--- config.mk ---
export PLATFORM = sky130hd
export DESIGN_NAME = alu_op_sequencer_flat
export DESIGN_NICKNAME = d
export VERILOG_FILES = /design/src/rtl/alu_op_sequencer_if.sv /design/src/rtl/alu_op_sequencer.sv /design/src/flat_wrapper.sv
export SDC_FILE = /design/constraint.sdc
export NUM_CORES = 1
export LEC_CHECK = 0
export BUFFER_PORTS_ARGS = -buffer_cell sky130_fd_sc_hd__clkbuf_2
export CELL_PAD_IN_SITES_DETAIL_PLACEMENT = 1
export CELL_PAD_IN_SITES_GLOBAL_PLACEMENT = 2
export CORE_MARGIN = 2
export CORE_UTILIZATION = 33
export DETAILED_ROUTE_END_ITERATION = 7
export PLACE_DENSITY_LB_ADDON = 0.15
export REMOVE_ABC_BUFFERS = 1
export SLEW_MARGIN = 10
export SYNTH_ARGS = -nofsm -noshare
export SYNTH_HDL_FRONTEND = slang
export SYNTH_SLANG_ARGS = --single-unit
--- constraint.sdc ---
create_clock -name clk -period 5.91 [get_ports clk]
set_input_delay 0.2955 -clock clk [delete_from_list [all_inputs] [get_ports clk]]
set_output_delay 0.2955 -clock clk [all_outputs]
set_load 0.05 [all_outputs]
--- src/rtl/alu_op_sequencer_if.sv ---
// Request and response channels between an operation source and the ALU sequencer.
interface alu_op_sequencer_if;
    logic        req_valid;
    logic        req_ready;
    logic [2:0]  req_op;
    logic [31:0] req_a;
    logic [31:0] req_b;
    logic [31:0] req_exp;
    logic        req_check;

    logic        rsp_valid;
    logic        rsp_ready;
    logic [31:0] rsp_out;
    logic        rsp_cout;
    logic        rsp_zero;
    logic        rsp_overflow;
    logic        rsp_pass;

    modport master (
        output req_valid, req_op, req_a, req_b, req_exp, req_check, rsp_ready,
        input  req_ready, rsp_valid, rsp_out, rsp_cout, rsp_zero, rsp_overflow, rsp_pass
    );

    modport slave (
        input  req_valid, req_op, req_a, req_b, req_exp, req_check, rsp_ready,
        output req_ready, rsp_valid, rsp_out, rsp_cout, rsp_zero, rsp_overflow, rsp_pass
    );
endinterface

--- src/rtl/alu_op_sequencer.sv ---
// Front end for a combinational 32-bit ALU: launches registered operands,
// waits a fixed settle time, captures result/flags and returns them, and
// optionally scores the result against an expected value.
//
// state | meaning
// IDLE  | ready for a request; ALU operands hold the previous operation
// DRIVE | operands on the ALU, settle counter running down to zero
// RESP  | captured response presented until the consumer takes it
module alu_op_sequencer #(
    parameter int SETTLE_CYCLES = 4,
    parameter int CNT_WIDTH     = 16
) (
    input  logic                 clk,
    input  logic                 reset_n,
    alu_op_sequencer_if.slave    bus,
    output logic [31:0]          alu_a,
    output logic [31:0]          alu_b,
    output logic [2:0]           alu_op,
    input  logic [31:0]          alu_out,
    input  logic                 alu_cout,
    input  logic                 alu_zero,
    input  logic                 alu_overflow,
    input  logic                 clr_stats,
    output logic [CNT_WIDTH-1:0] tests_cnt,
    output logic [CNT_WIDTH-1:0] passed_cnt
);

    localparam int SW = (SETTLE_CYCLES > 1) ? $clog2(SETTLE_CYCLES) : 1;
    localparam logic [SW-1:0]        SETTLE_LOAD = SW'(SETTLE_CYCLES - 1);
    localparam logic [CNT_WIDTH-1:0] CNT_ONE     = CNT_WIDTH'(1);
    localparam logic [CNT_WIDTH-1:0] CNT_MAX     = '1;

    typedef enum logic [1:0] {IDLE, DRIVE, RESP} state_t;

    state_t        state;
    logic [SW-1:0] settle_cnt;
    logic [31:0]   exp_q;
    logic          check_q;
    logic          capture;
    logic          match;

    // Capture happens on the DRIVE edge where the settle count has run out.
    assign capture = (state == DRIVE) && (settle_cnt == '0);
    assign match   = (alu_out == exp_q);

    // Sequencer FSM with registered handshake, operand and response outputs.
    always_ff @(posedge clk or negedge reset_n) begin
        if (!reset_n) begin
            state            <= IDLE;
            settle_cnt       <= '0;
            exp_q            <= '0;
            check_q          <= 1'b0;
            alu_a            <= '0;
            alu_b            <= '0;
            alu_op           <= '0;
            bus.req_ready    <= 1'b1;
            bus.rsp_valid    <= 1'b0;
            bus.rsp_out      <= '0;
            bus.rsp_cout     <= 1'b0;
            bus.rsp_zero     <= 1'b0;
            bus.rsp_overflow <= 1'b0;
            bus.rsp_pass     <= 1'b0;
        end else begin
            case (state)
                IDLE: begin
                    if (bus.req_valid) begin
                        alu_a         <= bus.req_a;
                        alu_b         <= bus.req_b;
                        alu_op        <= bus.req_op;
                        exp_q         <= bus.req_exp;
                        check_q       <= bus.req_check;
                        settle_cnt    <= SETTLE_LOAD;
                        bus.req_ready <= 1'b0;
                        state         <= DRIVE;
                    end
                end
                DRIVE: begin
                    if (settle_cnt != '0) begin
                        settle_cnt <= settle_cnt - SW'(1);
                    end else begin
                        bus.rsp_out      <= alu_out;
                        bus.rsp_cout     <= alu_cout;
                        bus.rsp_zero     <= alu_zero;
                        bus.rsp_overflow <= alu_overflow;
                        bus.rsp_pass     <= check_q & match;
                        bus.rsp_valid    <= 1'b1;
                        state            <= RESP;
                    end
                end
                RESP: begin
                    // Ready returns with the handshake, so the earliest new accept is the following edge.
                    if (bus.rsp_ready) begin
                        bus.rsp_valid <= 1'b0;
                        bus.req_ready <= 1'b1;
                        state         <= IDLE;
                    end
                end
                default: begin
                    state <= IDLE;
                end
            endcase
        end
    end

    // Saturating self-check counters; a clear outranks a same-edge capture.
    always_ff @(posedge clk or negedge reset_n) begin
        if (!reset_n) begin
            tests_cnt  <= '0;
            passed_cnt <= '0;
        end else if (clr_stats) begin
            tests_cnt  <= '0;
            passed_cnt <= '0;
        end else if (capture && check_q) begin
            if (tests_cnt != CNT_MAX) begin
                tests_cnt <= tests_cnt + CNT_ONE;
            end
            if (match && (passed_cnt != CNT_MAX)) begin
                passed_cnt <= passed_cnt + CNT_ONE;
            end
        end
    end

endmodule

--- src/flat_wrapper.sv ---
// flat-port wrapper written by rule: the top's interface ports become plain ports
module alu_op_sequencer_flat 
#(
    parameter int SETTLE_CYCLES = 4,
    parameter int CNT_WIDTH     = 16
)
  (clk, reset_n, alu_a, alu_b, alu_op, alu_out, alu_cout, alu_zero, alu_overflow, clr_stats, tests_cnt, passed_cnt, bus_req_valid, bus_req_op, bus_req_a, bus_req_b, bus_req_exp, bus_req_check, bus_rsp_ready, bus_req_ready, bus_rsp_valid, bus_rsp_out, bus_rsp_cout, bus_rsp_zero, bus_rsp_overflow, bus_rsp_pass);
  alu_op_sequencer_if bus_i ();
  input  logic clk;
  input  logic reset_n;
  output logic [31:0] alu_a;
  output logic [31:0] alu_b;
  output logic [2:0] alu_op;
  input  logic [31:0] alu_out;
  input  logic alu_cout;
  input  logic alu_zero;
  input  logic alu_overflow;
  input  logic clr_stats;
  output logic [CNT_WIDTH-1:0] tests_cnt;
  output logic [CNT_WIDTH-1:0] passed_cnt;
  input wire logic [$bits(bus_i.req_valid)-1:0] bus_req_valid;
  input wire logic [$bits(bus_i.req_op)-1:0] bus_req_op;
  input wire logic [$bits(bus_i.req_a)-1:0] bus_req_a;
  input wire logic [$bits(bus_i.req_b)-1:0] bus_req_b;
  input wire logic [$bits(bus_i.req_exp)-1:0] bus_req_exp;
  input wire logic [$bits(bus_i.req_check)-1:0] bus_req_check;
  input wire logic [$bits(bus_i.rsp_ready)-1:0] bus_rsp_ready;
  output wire logic [$bits(bus_i.req_ready)-1:0] bus_req_ready;
  output wire logic [$bits(bus_i.rsp_valid)-1:0] bus_rsp_valid;
  output wire logic [$bits(bus_i.rsp_out)-1:0] bus_rsp_out;
  output wire logic [$bits(bus_i.rsp_cout)-1:0] bus_rsp_cout;
  output wire logic [$bits(bus_i.rsp_zero)-1:0] bus_rsp_zero;
  output wire logic [$bits(bus_i.rsp_overflow)-1:0] bus_rsp_overflow;
  output wire logic [$bits(bus_i.rsp_pass)-1:0] bus_rsp_pass;
  assign bus_i.req_valid = bus_req_valid;
  assign bus_i.req_op = bus_req_op;
  assign bus_i.req_a = bus_req_a;
  assign bus_i.req_b = bus_req_b;
  assign bus_i.req_exp = bus_req_exp;
  assign bus_i.req_check = bus_req_check;
  assign bus_i.rsp_ready = bus_rsp_ready;
  assign bus_req_ready = bus_i.req_ready;
  assign bus_rsp_valid = bus_i.rsp_valid;
  assign bus_rsp_out = bus_i.rsp_out;
  assign bus_rsp_cout = bus_i.rsp_cout;
  assign bus_rsp_zero = bus_i.rsp_zero;
  assign bus_rsp_overflow = bus_i.rsp_overflow;
  assign bus_rsp_pass = bus_i.rsp_pass;
  alu_op_sequencer #(.SETTLE_CYCLES(SETTLE_CYCLES), .CNT_WIDTH(CNT_WIDTH)) u_core (.clk(clk), .reset_n(reset_n), .bus(bus_i), .alu_a(alu_a), .alu_b(alu_b), .alu_op(alu_op), .alu_out(alu_out), .alu_cout(alu_cout), .alu_zero(alu_zero), .alu_overflow(alu_overflow), .clr_stats(clr_stats), .tests_cnt(tests_cnt), .passed_cnt(passed_cnt));
endmodule
Yosys cells after proc, flatten, opt, wreduce, memory -nomap -nowiden
Index checks and enable logic that the tools add are counted.
{ "totals": {"reg_bits": 174, "word_cells": 69, "input_bits": 140, "output_inout_bits": 137} }
{ "classes": {"mux": 19, "bitwise": 2, "n_addsub": 3, "n_eq_ne": 9, "reduce_logical": 20} }
{ "ops": {"columns": ["op", "n"], "rows": [
  ["16-bit 2-to-1 mux", 6],
  ["16-bit by 1-bit adder with 16-bit output (second input constant)", 2],
  ["32-bit equality test", 1],
  ["16-bit inequality test (second input constant)", 2],
  ["2-bit nonzero test", 7],
  ["3-bit AND reduction", 4],
  ["2-bit 2-to-1 mux", 5],
  ["2-bit inequality test (second input constant)", 4],
  ["2-bit AND reduction", 4],
  ["2-bit case mux with 3 select lines", 1],
  ["2-bit logical NOT", 2],
  ["1-bit 2-to-1 mux", 4],
  ["1-bit case mux with 2 select lines", 2],
  ["2-bit case mux with 2 select lines", 1],
  ["1-bit logical AND", 3],
  ["2-bit by 1-bit equality test with 1-bit output (second input constant)", 1],
  ["2-bit equality test (second input constant)", 1],
  ["2-bit by 1-bit subtractor with 2-bit output (second input constant)", 1],
  ["1-bit AND", 1],
  ["1-bit inverter", 1]
]} }

Depth between registers and ports, before layout
Gate-level depths: netlist of the first run.
{ "depth": {"ltp_word": 5, "ltp_mapped": 9, "depth_no_buf": 8} }

Least setup slack after synthesis of the first run
OpenSTA, ideal clock, no wires.
{ "synth_timing": {"path_type": "reg-to-reg", "start": "reg u_core.passed_cnt[0]", "end": "reg u_core.passed_cnt[1]", "setup_time_ps": 132, "setup_slack_ps": 3660, "t_arrival_ps": 2118, "path_stages_with_launch": 10, "path_buffers": 2, "path_cell_list": "dfrtp_1 ha_1 nand4_1 nor3_1 nand3_1 nand4_4 buf_6 buf_2 mux2i_1 nor2_1"} }
{ "synth_between": {"elab_chain_len": 4} }
{ "synth_lines": {"columns": ["element", "line_no", "rtl"], "rows": [
  ["start, declared", "alu_op_sequencer.sv:25", "output logic [CNT_WIDTH-1:0] passed_cnt"],
  ["start signal, assigned", "alu_op_sequencer.sv:118", "passed_cnt <= passed_cnt + CNT_ONE;"],
  ["16-bit by 1-bit adder with 16-bit output / 16-bit inequality test (equally long branches)", "alu_op_sequencer.sv:118, alu_op_sequencer.sv:117", null],
  ["16-bit 2-to-1 mux / 1-bit logical AND (equally long branches)", "alu_op_sequencer.sv:117", "if (match && (passed_cnt != CNT_MAX)) begin"],
  ["16-bit 2-to-1 mux / 2-bit nonzero test (equally long branches)", null, null],
  ["16-bit 2-to-1 mux / 2-bit AND reduction (equally long branches)", null, null]
]} }
Several ways; a longest one is shown, not always the timed one. The select of a mux whose other input is x is not followed.
A chain may end at the register's enable or synchronous reset.

Worst setup path in the final report of the first run
{ "layout_timing": {"start": "reg u_core.settle_cnt[0]", "end": "reg u_core.passed_cnt[5]"} }
{ "layout_between": {"elab_chain_len": 5} }
{ "layout_lines": {"columns": ["element", "line_no", "rtl"], "rows": [
  ["start, declared", "alu_op_sequencer.sv:36", "logic [SW-1:0] settle_cnt;"],
  ["start signal, assigned", "alu_op_sequencer.sv:79", "settle_cnt <= settle_cnt - SW'(1);"],
  ["2-bit logical NOT", "alu_op_sequencer.sv:43", "assign capture = (state == DRIVE) && (settle_cnt == '0);"],
  ["1-bit logical AND", "alu_op_sequencer.sv:43", null],
  ["1-bit logical AND", "alu_op_sequencer.sv:113", "end else if (capture && check_q) begin"],
  ["2-bit nonzero test (no source line)", null, null],
  ["2-bit AND reduction (no source line)", null, null]
]} }
No other way between the ends.

==> impl_metrics.tcl, run 1 <==
set metrics [dict create \
    rsz0062_at_grt "false" \
    rows 54 \
    first_global_vias 6285 \
    fill_cells 2452 \
    cts.sinks 174 \
    stdcell_count 1183 \
    drc 0 \
    synth-simple-area-share 0.138 \
    hold_path.class "primary input to register" \
    yosys.area.top_type "dfrtp_1" \
    die_w_um 153 \
    cts_buffers 17 \
    syn_inst 614 \
    use_met3 0.0655 \
    slew_violations 0 \
    vias 5646 \
    drive_above_1_share 0.466 \
    antenna_found_initial 0 \
    finalSetupViolCount 0 \
    diodes 0 \
    tns_ns 0 \
    nets 1033 \
    finalCriticalPeriod_ns 2.42 \
    fin_crit_sh 0.410 \
    start_util 0.336 \
    synth_top_family_by_area "multiplexers" \
    stdcell_area_um2 9630 \
    dr.pass1.iters 4 \
    synth_ff_type "dfrtp_1" \
    worst-slew-pin-transition_ns 1.11 \
    ys_seq_elements 174 \
    power_density_nw_per_um2 616 \
    cts_root_buffer "clkbuf_16" \
    crit_slowest_cell "dfrtp_1" \
    endpoint_kind "register" \
    critPathMaxStageDelay_ns 0.39 \
    die-height_um 153 \
    io_buffers 276 \
    cts_htree_levels 4 \
    critPathArrivalTime_ns 2.73 \
    maxSlewHeadroom 0.262 \
    p_leak_nw 4.73 \
    grt_pass1_wl_um 34900 \
    postPlaceCellArea_um2 9000 \
    synth_edf_count 0 \
    ctsLongestPathBuffers 2 \
    grt_use_total 0.190 \
    gr-usage-met1 0.222 \
    top_usage_layer "met2" \
    fin_hold_ws_ns 0.0650 \
    peakVddDrop_uv 393 \
    dp_hpwl_um 16000 \
    globalRouteMet2Util 0.331 \
    start_kind "register" \
    area_growth_pct 31.5 \
    crit_family "simple AND/OR/NAND/NOR gates" \
    place_congestion 0.762 \
    synth-xor-area-share 0.0562 \
    grt_max_degree 92 \
    clk_pin_slew_ns 0.07 \
    tritoncts "yes" \
    drtIter0Drc 184 \
    top_level_ports 277 \
    gr-total-overflow 0 \
    yosys.area_share.adder 0.00512 \
    syn_area_per_cell_um2 11.9 \
    drt-total-wl_um 21700 \
    outcome "complete, no violations" \
    path_max_fanout 28 \
    synthTopCellsByArea "dfrtp_1 (59%), mux2_2 (16%), nand2_1 (6.1%)" \
    synth_compound_area_frac 0.0282 \
    wire_per_inst_um 18.3 \
    die-area_um2 23400 \
    yosys.cell_types.count 38 \
    coreArea_um2 21800 \
    async_flop_share 1.00 \
    drv_cap 0 \
    dp.cells 1150 \
    avgViaCountPerCell 4.77 \
    syn_area_um2 7320 \
    cts_setup_buffers 0 \
    yosysSeqAreaShare 0.595 \
    ant_nets 0 \
    cp_cell_sequence "inv_1 > ha_1 > and4b_1 > and3_1 > nand4_4 > nor3_1 > mux2_2" \
    yosysTopAreaCellShare 0.591 \
    worstPathRequired_ns 6.21 \
    critPathKind "register to register" \
    worst-path-buf-inv 1 \
    synthMuxAreaShare 0.160 \
    ys_warn_count 0 \
    fmax_mhz 413 \
    skew_ns 0.0134 \
    worstSkewPairLatency_ns 0.43 \
    hold_viol_final 0 \
    fin_util 0.441 \
]
==> tightest hold or removal path: cells and delay by family <==
family,cells,cell delay (ns)
and+or+nand+nor,2,0.09
buffers and inverters,1,0.08
==> worst paths after layout <==
path	start	to	slack [ns]	cells after the start
hold / removal	alu_cout	u_core.bus.rsp_cout	0.06	3
max in group asynchronous	reset_n	u_core.alu_a[22]	3.70	3
min in group asynchronous	reset_n	u_core.bus.rsp_out[25]	0.50	2
hold reg to reg	u_core.bus.rsp_out[7]	u_core.bus.rsp_out[7]	0.47	2
setup reg to reg	u_core.settle_cnt[0]	u_core.passed_cnt[5]	3.49	7
setup / recovery	u_core.settle_cnt[0]	u_core.passed_cnt[5]	3.49	7
==> sequential cells by signal (all words and copies together) (netlist names) <==
signal,cells
u_core.bus.rsp_cout,1
u_core.bus.req_ready,1
u_core.bus.rsp_valid,1
u_core.bus.rsp_pass,1
u_core.exp_q,32
u_core.bus.rsp_overflow,1
u_core.passed_cnt,16
u_core.tests_cnt,16
u_core.bus.rsp_zero,1
u_core.bus.rsp_out,32
u_core.alu_op,3
u_core.alu_a,32
u_core.check_q,1
u_core.alu_b,32
u_core.state,2
u_core.settle_cnt,2
==> report_power, final <==
group          switching [mW]  internal, mW
Sequential              0.298          1.69
Combinational            1.95         0.793
Clock                   0.518         0.685
Total                    2.76          3.17
==> cell type report <==
cell class,count,area (um2),share of cell area
Tap cell,280,350,0.0364
Sequential cell,174,4360,0.452
Timing Repair Buffer,282,1440,0.149
Clock inverter,14,196,0.0204
Clock buffer,18,429,0.0445
Multi-Input combinational cell,409,2850,0.295
Inverter,6,22.5,0.00234
==> through the flow <==
step | setup slack [ns] | power, mW
global route | 3.27 | 6.27
CTS | 3.43 | 6.02
detailed placement | 3.46 | 4.78
floorplan | 0.422 | 4.06
global placement | 3.58 | 4.71
finish | 3.49 | 5.93
==> cell usage after synthesis, drive strengths merged (3+ instances only) <==
| master | number |
|---|---|
| dfrtp | 173 |
| nand2 | 120 |
| mux2 | 103 |
| nor2 | 30 |
| xnor2 | 26 |
| xor2 | 21 |
| a21oi | 18 |
| clkbuf | 18 |
| nand3 | 17 |
| nand4 | 13 |
| o21ai | 13 |
| or3 | 11 |
| buf | 7 |
| and3 | 6 |
| inv | 6 |
| nor3 | 5 |
| ha | 3 |
| nor4 | 3 |
==> placed cells by master, fill, tap and decap left out, types with 2 or more instances in the layout <==
cell          n
inv_1         6
ha_1          3
and4_1        2
nor3_1        5
and3_1        6
clkbuf_16    17
o22a_1        2
clkbuf_2    275
o21ai_0      13
or3_1        11
dfrtp_1     173
nor3b_1       2
a21oi_1      18
nor2b_1       2
nor4_1        2
nand2_1     120
buf_4         5
bufinv_16     3
nand3_1      17
nand4_1      12
inv_8         5
xor2_1       21
clkinvlp_4    2
inv_6         3
nor2_1       29
mux2_2      103
xnor2_1      26
==> what timing repair did <==
item / in CTS / in global routing
gates resized for setup: 0 / 0
hold endpoints to repair: 36 / 0
hold buffers: 1 / 0
==> metal layers <==
metal	vias up	part of all wire
met2	178	0.51
met4	0	0.014
met1	2815	0.40
met5	-	0
met3	18	0.073
li1	2635	-
==> kinds of logic after synthesis <==
| logic type | after synthesis |
|---|---|
| AO/OA/AOI/OAI | 37 |
| XOR/XNOR | 47 |
| adder cells (fa/ha/maj) | 3 |
| buffers and inverters | 31 |
| flip-flops | 174 |
| multiplexers | 104 |
| AND/OR/NAND/NOR | 218 |
(Power assumes the default switching activity.)
==> inputs of run 2 (changes only) <==
Settings changed: CORE_UTILIZATION 33 to 30.
Clock period 5.91 ns to 2.4 ns, I/O delays scaled along.
==> impl_metrics.tcl, run 2 (synthesis gave the netlist of run 1 again) <==
set metrics [dict create \
    place_ws_ns 0.0136 \
    start_kind "register" \
    gr-total-overflow 0 \
    worstSkewPairLatency_ns 0.43 \
    ant_nets 0 \
    nets 1181 \
    drv_cap 0 \
    cts_root_buffer "clkbuf_16" \
    die-area_um2 25700 \
    start_util 0.303 \
    hold_viol_final 0 \
    endpoint_kind "register" \
    cp_cell_sequence "xor2_1 > nor4_1 > and3_2 > nand4_4 > nor3_2 > mux2_2" \
    drtIter0Drc 172 \
    path_max_fanout 12 \
    ctsLongestPathBuffers 2 \
    avgViaCountPerCell 4.56 \
    finalSetupViolCount 0 \
    rows 57 \
    die-height_um 160 \
    design_power_total_mw 14.7 \
    dr.pass1.iters 4 \
    grt_use_total 0.185 \
    fin_util 0.462 \
    critPathKind "register to register" \
    rsz0062_at_grt "false" \
    top_level_ports 277 \
    worst-path-buf-inv 0 \
    tritoncts "yes" \
    maxSlewHeadroom 0.475 \
    p_leak_nw 5.37 \
    drive_above_1_share 0.417 \
    crit_slowest_cell "nor4_1" \
    worstPathRequired_ns 2.71 \
    slew_violations 0 \
    final_common_cell "clkbuf_2" \
    critPathArrivalTime_ns 2.54 \
    worst-slew-pin-transition_ns 0.782 \
    grt_pass1_wl_um 37600 \
    wire_per_inst_um 17.1 \
    coreArea_um2 24200 \
    fin_crit_sh 0.927 \
    antenna_found_initial 1 \
    cts_buffers 17 \
    cts.sinks 174 \
    drt-total-wl_um 23500 \
    fin_hold_ws_ns 0.0599 \
    fmax_mhz 449 \
    vias 6279 \
    cts_htree_levels 4 \
    skew_ns 0.0135 \
    outcome "complete, no violations" \
    area_growth_pct 52.5 \
    first_global_vias 7004 \
    grt_max_degree 72 \
    drc 0 \
    tns_ns 0 \
    finalCriticalPeriod_ns 2.23 \
    crit_family "simple AND/OR/NAND/NOR gates" \
    final.setup.worst_slack_ns 0.175 \
    critPathMaxStageDelay_ns 0.41 \
    power_density_nw_per_um2 1320 \
    clk_pin_slew_ns 0.08 \
    place_congestion 0.744 \
    final_cell_mix "clkbuf_2 (275), dfrtp_1 (173), dlygate4sd3_1 (137)" \
    dp_hpwl_um 16100 \
    peakVddDrop_uv 787 \
    hold_path.class "primary input to register" \
    io_buffers 276 \
    die_w_um 160 \
]
==> run 2: worst reg2reg max path, cell delays in order, from the launching register on <==
cell and delay, ns:
dfrtp_1 0.40, xor2_1 0.17, nor4_1 0.41, and3_2 0.35
nand4_4 0.20, nor3_2 0.24, mux2_2 0.36
==> run 2: layout make-up <==
type / count / area (um2)
multi-input combinational: 410 / 2890
antenna: 1 / 2.50
clock inverter: 14 / 143
fill: 2670 / 13000
inverter: 6 / 22.5
clock buffer: 18 / 439
tap: 324 / 405
timing repair buffer: 429 / 2920
sequential: 174 / 4360
==> run 2: stage by stage <==
| step | cell area [um2] | std cells |
|---|---|---|
| 2_1_floorplan | 7220 | 589 |
| 3_3_place_gp | 9170 | 1204 |
| 4_1_cts | 11100 | 1373 |
| 5_1_grt | 11200 | 1376 |
| 3_5_place_dp | 9170 | 1204 |
| 6_report | 11200 | 1376 |
==> run 2: timing repair <==
action | CTS | global route
setup endpoints to repair | 0 | 15
buffers inserted | 0 | 1
endpoints found under the hold margin | 187 | 0
hold buffers | 137 | 0
resized for setup | 0 | 5
==> run 2: final timing paths <==
check	from	to	depth (start not counted)	slack [ns]
max in group asynchronous	reset_n	u_core.exp_q[4]	3	1.38
min reg2reg	u_core.bus.rsp_out[3]	u_core.bus.rsp_out[3]	2	0.48
min in group asynchronous	reset_n	u_core.alu_b[16]	2	0.20
max	u_core.exp_q[14]	u_core.passed_cnt[5]	6	0.17
max reg2reg	u_core.exp_q[14]	u_core.passed_cnt[5]	6	0.17
min	clr_stats	u_core.tests_cnt[7]	2	0.06
==> run 2: routing by layer <==
metal	GRT usage	part of all wire	routed length, um	up-vias
met4	0.0512	0.014	331	0
met1	0.219	0.41	9690	3129
met3	0.0462	0.054	1270	19
li1	-	-	-	2947
met5	0	0	0	-
met2	0.333	0.52	12200	184
==> run 2: where the power goes <==
part	total, mW	internal [mW]	switching [mW]
combinational	7.02	2.15	4.88
sequential	4.91	4.16	0.745
clock	2.78	1.42	1.37
total	14.7	7.73	6.99
==> inputs of run 3 (changes only) <==
Settings changed: CORE_UTILIZATION 30 to 33.
Clock period 2.4 ns to 2.61 ns, I/O delays scaled along.
==> impl_metrics.tcl, run 3 (synthesis gave the netlist of run 1 again) <==
set metrics [dict create \
    hold_viol_final 0 \
    coreArea_um2 21800 \
    ctsLongestPathBuffers 2 \
    drive_above_1_share 0.408 \
    outcome "complete, no violations" \
    grt_pass1_wl_um 38900 \
    dp_hpwl_um 16300 \
    die-height_um 153 \
    start_kind "register" \
    design_power_total_mw 13.5 \
    finalCriticalPeriod_ns 2.46 \
    postPlaceCellArea_um2 9090 \
    fin_crit_sh 0.944 \
    p_leak_nw 5.31 \
    vias 6260 \
    cts_buffers 17 \
    top_level_ports 277 \
    worst-slew-pin-transition_ns 0.649 \
    start_util 0.336 \
    met3_wirelength_um 1450 \
    hold_path.class "primary input to register" \
    regToRegSetupSlack_ns 0.15 \
    dr.pass1.iters 4 \
    place_ws_ns 0.183 \
    avgViaCountPerCell 4.72 \
    cts_root_buffer "clkbuf_16" \
    worst-path-buf-inv 1 \
    crit_family "simple AND/OR/NAND/NOR gates" \
    area_growth_pct 50.8 \
    antenna_found_initial 1 \
    cts_resized 0 \
    drtIter0Drc 162 \
    top_layer "met4" \
    final_common_cell "clkbuf_2" \
    rsz0062_at_grt "false" \
    finalSetupViolCount 0 \
    grt_max_degree 65 \
    tns_ns 0 \
    first_global_vias 7237 \
    cp_cell_sequence "inv_1 > ha_1 > and4b_1 > and3_1 > nand4_2 > o31ai_1 > a21oi_1" \
    io_buffers 276 \
    skew_ns 0.0150 \
    critPathKind "register to register" \
    endpoint_kind "register" \
    met1_length_um 9530 \
    critPathArrivalTime_ns 2.75 \
    gr-total-overflow 0 \
    drv_cap 0 \
    final_cell_mix "clkbuf_2 (275), dfrtp_1 (173), dlygate4sd3_1 (137)" \
    drt-total-wl_um 23900 \
    critPathMaxStageDelay_ns 0.42 \
    clk_pin_slew_ns 0.07 \
    wl_met2_um 12500 \
    slew_violations 0 \
    rows 54 \
    die-area_um2 23400 \
    worstSkewPairLatency_ns 0.43 \
    tritoncts "yes" \
    die_w_um 153 \
    fill_cells 2406 \
    cts_setup_buffers 0 \
    final.setup.worst_slack_ns 0.146 \
    wire_per_inst_um 18.1 \
    grt_use_total 0.209 \
    path_max_fanout 14 \
    nets 1174 \
    place_congestion 0.776 \
    crit_slowest_cell "o31ai_1" \
    cts_htree_levels 4 \
    stdcell_area_um2 11000 \
    drc 0 \
    maxSlewHeadroom 0.567 \
    worstPathRequired_ns 2.90 \
    ant_nets 0 \
    power_density_nw_per_um2 1220 \
    fmax_mhz 406 \
    cts.sinks 174 \
    peakVddDrop_uv 818 \
]
[run 3: path summary, 6_finish.rpt]
check	startpoint	to	cells past startpoint
max	u_core.settle_cnt[0]	u_core.passed_cnt[6]	7
min	clr_stats	u_core.tests_cnt[7]	2
max reg2reg	u_core.settle_cnt[0]	u_core.passed_cnt[6]	7
min reg2reg	u_core.bus.rsp_out[30]	u_core.bus.rsp_out[30]	2
max in group asynchronous	reset_n	u_core.bus.req_ready	3
min in group asynchronous	reset_n	u_core.bus.rsp_out[25]	2
[run 3: where the power goes]
part	internal, mW	switching, mW
clock network	1.36	1.14
logic	1.98	4.52
registers	3.83	0.702
[run 3: area by class of cell]
| type | count | area [um2] | area share |
|---|---|---|---|
| antenna | 1 | 2.50 | 0.000227 |
| clock buffer | 19 | 443 | 0.0401 |
| clock inverter | 13 | 128 | 0.0116 |
| inverter | 6 | 22.5 | 0.00204 |
| multi-input combinational | 410 | 2860 | 0.259 |
| sequential | 174 | 4360 | 0.394 |
| tap | 280 | 350 | 0.0317 |
| timing repair buffer | 422 | 2890 | 0.261 |
[run 3: worst reg2reg max path: stages (launching register included)]
cell	delay (ns)
dfrtp_1	0.39
inv_1	0.11
ha_1	0.27
and4b_1	0.31
and3_1	0.32
nand4_2	0.39
o31ai_1	0.42
a21oi_1	0.12
[run 3: repair_timing]
action                                 in CTS  in global routing
setup endpoints to repair                   0                  1
endpoints found under the hold margin     199                  0
hold buffers                              137                  0
[run 3: metrics by stage]
stage	instances	hold slack [ns]	utilization
floorplan	589	-0.165	-
global placement	1154	0.171	0.417
detailed placement	1154	0.191	0.417
CTS	1323	0.0326	0.506
global route	1325	0.0565	0.506
finish	1325	0.0548	0.506
[run 3: routing by layer]
metal,up-vias,GRT usage
li1,2925,-
met1,3117,0.239
met2,190,0.377
met3,28,0.0627
met4,0,0.0586
met5,-,0
